===== config.mk =====
export PLATFORM = sky130hd
export DESIGN_NAME = uart_rx_byte
export DESIGN_NICKNAME = d
export VERILOG_FILES = /design/src/rtl/uart_rx_byte.sv
export SDC_FILE = /design/constraint.sdc
export NUM_CORES = 1
export LEC_CHECK = 0
export CAP_MARGIN = 10
export CORE_MARGIN = 8
export CORE_UTILIZATION = 55
export CTS_CLUSTER_DIAMETER = 30
export DETAILED_ROUTE_END_ITERATION = 8
export GPL_ROUTABILITY_DRIVEN = 0
export PLACE_DENSITY = 0.88
export SLEW_MARGIN = 20
export SYNTH_ARGS = -nofsm -noshare
export SYNTH_HDL_FRONTEND = slang
export SYNTH_SLANG_ARGS = --single-unit

===== constraint.sdc =====
create_clock -name clk -period 4.2 [get_ports clk]
set_clock_uncertainty 0.2 [all_clocks]
set_input_delay 1.26 -clock clk [delete_from_list [all_inputs] [get_ports clk]]
set_output_delay 1.26 -clock clk [all_outputs]
set_load 0.01 [all_outputs]

===== src/rtl/uart_rx_byte.sv =====
// UART 8N1 receiver: two-flop input synchroniser, mid-bit sampling from a baud
// counter, one-cycle valid / framing_err strobes, LSB-first deserialisation.
module uart_rx_byte #(
    parameter int CLKS_PER_BIT = 434
) (
    input  logic       clk,
    input  logic       rst,
    input  logic       rx,
    output logic [7:0] data,
    output logic       valid,
    output logic       framing_err,
    output logic       busy
);
    localparam int HALF_BIT = CLKS_PER_BIT / 2;
    localparam int CW       = $clog2(CLKS_PER_BIT);

    typedef enum logic [2:0] {IDLE, START, DATA, STOP, WAIT_IDLE} state_t;

    state_t         state, state_nxt;
    logic           rx_m, rx_s;
    logic [CW-1:0]  cnt;
    logic [2:0]     bit_idx;
    logic [7:0]     shreg;
    logic           half_done, bit_done, sample;

    assign half_done = (cnt == CW'(HALF_BIT - 1));
    assign bit_done  = (cnt == CW'(CLKS_PER_BIT - 1));

    // Synchroniser presets to the idle line level so reset never looks like a start bit.
    always_ff @(posedge clk or negedge rst) begin
        if (!rst) begin
            rx_m <= 1'b1;
            rx_s <= 1'b1;
        end else begin
            rx_m <= rx;
            rx_s <= rx_m;
        end
    end

    always_ff @(posedge clk or negedge rst) begin
        if (!rst) state <= IDLE;
        else      state <= state_nxt;
    end

    always_comb begin
        state_nxt = state;
        case (state)
            IDLE:      if (!rx_s) state_nxt = START;
            START:     if (half_done) state_nxt = rx_s ? IDLE : DATA;
            DATA:      if (bit_done && bit_idx == 3'd7) state_nxt = STOP;
            STOP:      if (bit_done) state_nxt = rx_s ? IDLE : WAIT_IDLE;
            WAIT_IDLE: if (rx_s) state_nxt = IDLE;
            default:   state_nxt = IDLE;
        endcase
    end

    always_comb begin
        busy   = (state != IDLE);
        sample = ((state == START) && half_done) ||
                 (((state == DATA) || (state == STOP)) && bit_done);
    end

    always_ff @(posedge clk or negedge rst) begin
        if (!rst) begin
            cnt         <= '0;
            bit_idx     <= 3'd0;
            shreg       <= 8'h00;
            data        <= 8'h00;
            valid       <= 1'b0;
            framing_err <= 1'b0;
        end else begin
            valid       <= 1'b0;
            framing_err <= 1'b0;
            // Counter is held at zero outside the timed states and restarts on every sample.
            if (sample || (state_nxt != state) || (state == IDLE) || (state == WAIT_IDLE))
                cnt <= '0;
            else
                cnt <= cnt + 1'b1;
            case (state)
                START: if (half_done) bit_idx <= 3'd0;
                DATA: if (bit_done) begin
                    shreg[bit_idx] <= rx_s;
                    bit_idx        <= bit_idx + 3'd1;
                end
                STOP: if (bit_done) begin
                    if (rx_s) begin
                        data  <= shreg;
                        valid <= 1'b1;
                    end else begin
                        framing_err <= 1'b1;
                    end
                end
                default: ;
            endcase
        end
    end
endmodule


==> results.md <==
- WP data arrival: approximately 1.6 ns
- Grt total ovfl: 0
- CTS tree: done
- Final Slew Violations: 0
- Max Freq: approximately 0.32 GHz
- Global-route wire length before repair: between 6000 and 7000 um
- Initial DRC Count: 63
- LEAKAGE: ~0.9 nW
- Clock sink total: 35
- Diodes inserted: 0
- Synth Area per Inst: between 10 and 15 um2
- Number of enable flip-flop cells after synthesis: 0
- CTS max path bufs: 2
- Total GRT Usage: between 10 and 15%
- Worst slew pin tran: about 0.75 ns
- Initial antenna violation count: 0
- Setup bufs post-CTS: 0
- Hold_buf cts: 0
- CP endpoint kind: output pin
- Placed Area: roughly 2000 um2
- H-tree Lvls: 2
- Status: completed
- RSZ-0062 raised after global routing: false
- CP Max Fanout: 11
- Final setup viols: 0
- MaxCap Viol Count: 0
- Final period utilization: roughly three quarters
- Register area share after synthesis: 47.69%
- Seq cells post-synth: 35
- Syn_nets: about 160
- Design area: 2036 um2
- Wire per inst: around 16 um
- Synth warn: 0
- Max IR drop VDD: between 0.1 and 0.15 mV
- Yosys cell types: 45
- Drc violations: 0
- CTS root buffer: clkbuf_4
- Port buffer count: 13
- Most frequent cells in the layout: 33 x dfrtp_1, 16 x mux2_2, 13 x nand4_1, 13 x clkdlybuf4s50_1, 7 x inv_1
- Starting Density: 56.08%
- Nets: roughly 180
- Via total after detailed routing: about 1,300
- Largest net degree at the start of global routing: 36
- IO Pins: 14
- Min-delay src: rx_m$_DFF_PN1_
- Final ANT Viol Nets: 0
- Layout fillers: 260
- R2R setup slack: around 1.9 ns
- Placed wire-length estimate: between 2000 and 2500 um
- Mapped Area: between 1500 and 2000 um2
- Vias in the first global route: around 1,400
- R2R Path End: cnt[1]$_DFF_PN0_
- Tmin final: just over 3 ns
- Critical path data required time: about 2.7 ns
- Synthesized instance count: around 160
- PwrDens: ~260 nW/um2
- DIE WIDTH: roughly 74 um
- Row Count: 21
- Num CTS Buffers: 5
- Core Util, Final: approximately 62%
- Crit start category: flop
- Die Ht: between 70 and 80 um
- DR vias/cell: approximately 6.1
- RR Startpoint: cnt[1]$_DFF_PN0_
- Most common cell after layout, fill and taps aside: dfrtp_1
- WHS Path Cells: 0
- Drt total wl: between 3000 and 4000 um
- Core Area: between 3000 and 4000 um2
- Area delta synth->final: 10.53%
- Top_reg_cell synth: dfrtp_1
- Worst Hold Slack: 0.1560 ns
- FFs w/ async S/R, synth: 100.0%
- Max transition margin: between 40% and 50%
- Post-CTS resize count: 0
- WS Path Type: reg2out
- Die area: approximately 5500 um2
- Hold Path End: rx_s$_DFF_PN1_
- DR pass1 iterations: 4
- Share of layout cells above drive strength 1: 25.60%
- Setup TNS: 0 ns
- Final hold vios: 0
- Worst-skew pair later-pin latency: 0.34 ns
- Clock-pin slew on the worst setup and hold paths: about 0.090 ns
- Worst hold path class: reg2reg
- R2R cell count: 5
==> kinds of logic after synthesis <==
family / after synthesis / share of synthesized area [%]
AOI/OAI and AO/OA: 17 / 7.813
xor gates and xnor gates: 3 / 1.427
adders and majority gates: 5 / 3.397
buffers and inverters: 17 / 5.027
DFF: 35 / 47.69
muxes: 16 / 9.782
and+or+nand+nor: 63 / 24.86
==> routing by layer <==
layer	global-route usage [%]	wire [um]
met5	0	0
met4	10.64	96
met3	3.956	147
met2	24.61	1846
met1	15.54	1438
==> area by class of cell <==
cell class              instances  area [um2]  share of cell area (%)
clock inverters                 1       5.005                  0.2459
inverters                       7       26.28                   1.291
repair buffers                 14       137.6                   6.761
flip-flops and latches         35       878.3                   43.15
clock buffers                   7       55.05                   2.704
well taps                      46       57.56                   2.827
multi-input cells             104       875.8                   43.02
==> metrics by stage <==
| step | total power [W] | std cells | setup slack [ns] |
|---|---|---|---|
| after floorplan | 0.0003479 | 156 | 1.975 |
| after global placement | 0.0003569 | 206 | 1.551 |
| after detailed placement | 0.0003575 | 206 | 1.486 |
| after CTS | 0.0005443 | 214 | 1.116 |
| after global routing | 0.0005600 | 214 | 1.058 |
| final | 0.0005371 | 214 | 1.114 |
==> synthesized netlist by cell type, types with 2 or more instances <==
library cell	number	area share, %
dfrtp_1	33	45
and3_1	2	0.68
or2_2	2	0.68
clkbuf_1	2	0.41
a211oi_2	4	2.7
dfstp_2	2	2.9
nand2_1	5	1.0
mux2_2	16	9.8
nand4b_1	3	1.4
nand3_1	3	0.81
or3_1	3	1.0
nor2_1	3	0.61
o21ai_0	4	1.1
xor2_1	2	0.95
buf_6	3	1.8
nor3_1	4	1.1
o31ai_1	3	1.2
nor3_2	3	1.6
nand4_1	13	4.4
and3b_1	4	1.9
ha_1	5	3.4
nor3b_1	5	2.0
buf_2	4	1.1
inv_1	7	1.4
==> sequential cells by signal (all words and copies together) (netlist names) <==
register / count
rx_m: 1
shreg: 8
valid: 1
state: 3
bit_idx: 3
framing_err: 1
rx_s: 1
cnt: 9
data: 8
==> worst max-delay path, cell delays in order (launching register included) <==
cell	delay, ns
dfrtp_1	0.56
nor2_1	0.13
nand2_1	0.08
clkdlybuf4s50_1	0.53
==> worst max path at each step <==
stage                             from  endpoint  slack, ns  cells after the start
global placement    state[1]$_DFF_PN0_      busy       1.55                      3
floorplan           state[1]$_DFF_PN0_      busy       1.97                      3
global route        state[1]$_DFF_PN0_      busy       1.06                      3
CTS                 state[1]$_DFF_PN0_      busy       1.12                      3
detailed placement  state[1]$_DFF_PN0_      busy       1.49                      3
finish              state[1]$_DFF_PN0_      busy       1.11                      3
==> report_power, final <==
group          switching [W]  internal [W]   total (W)  leakage, nW
clock network       0.000105     0.0000811    0.000187       0.0353
registers         0.00000208      0.000339    0.000341        0.467
logic             0.00000697    0.00000296  0.00000993        0.382
total               0.000115      0.000423    0.000537        0.885
No activity file was read; power rests on OpenSTA's default activity.
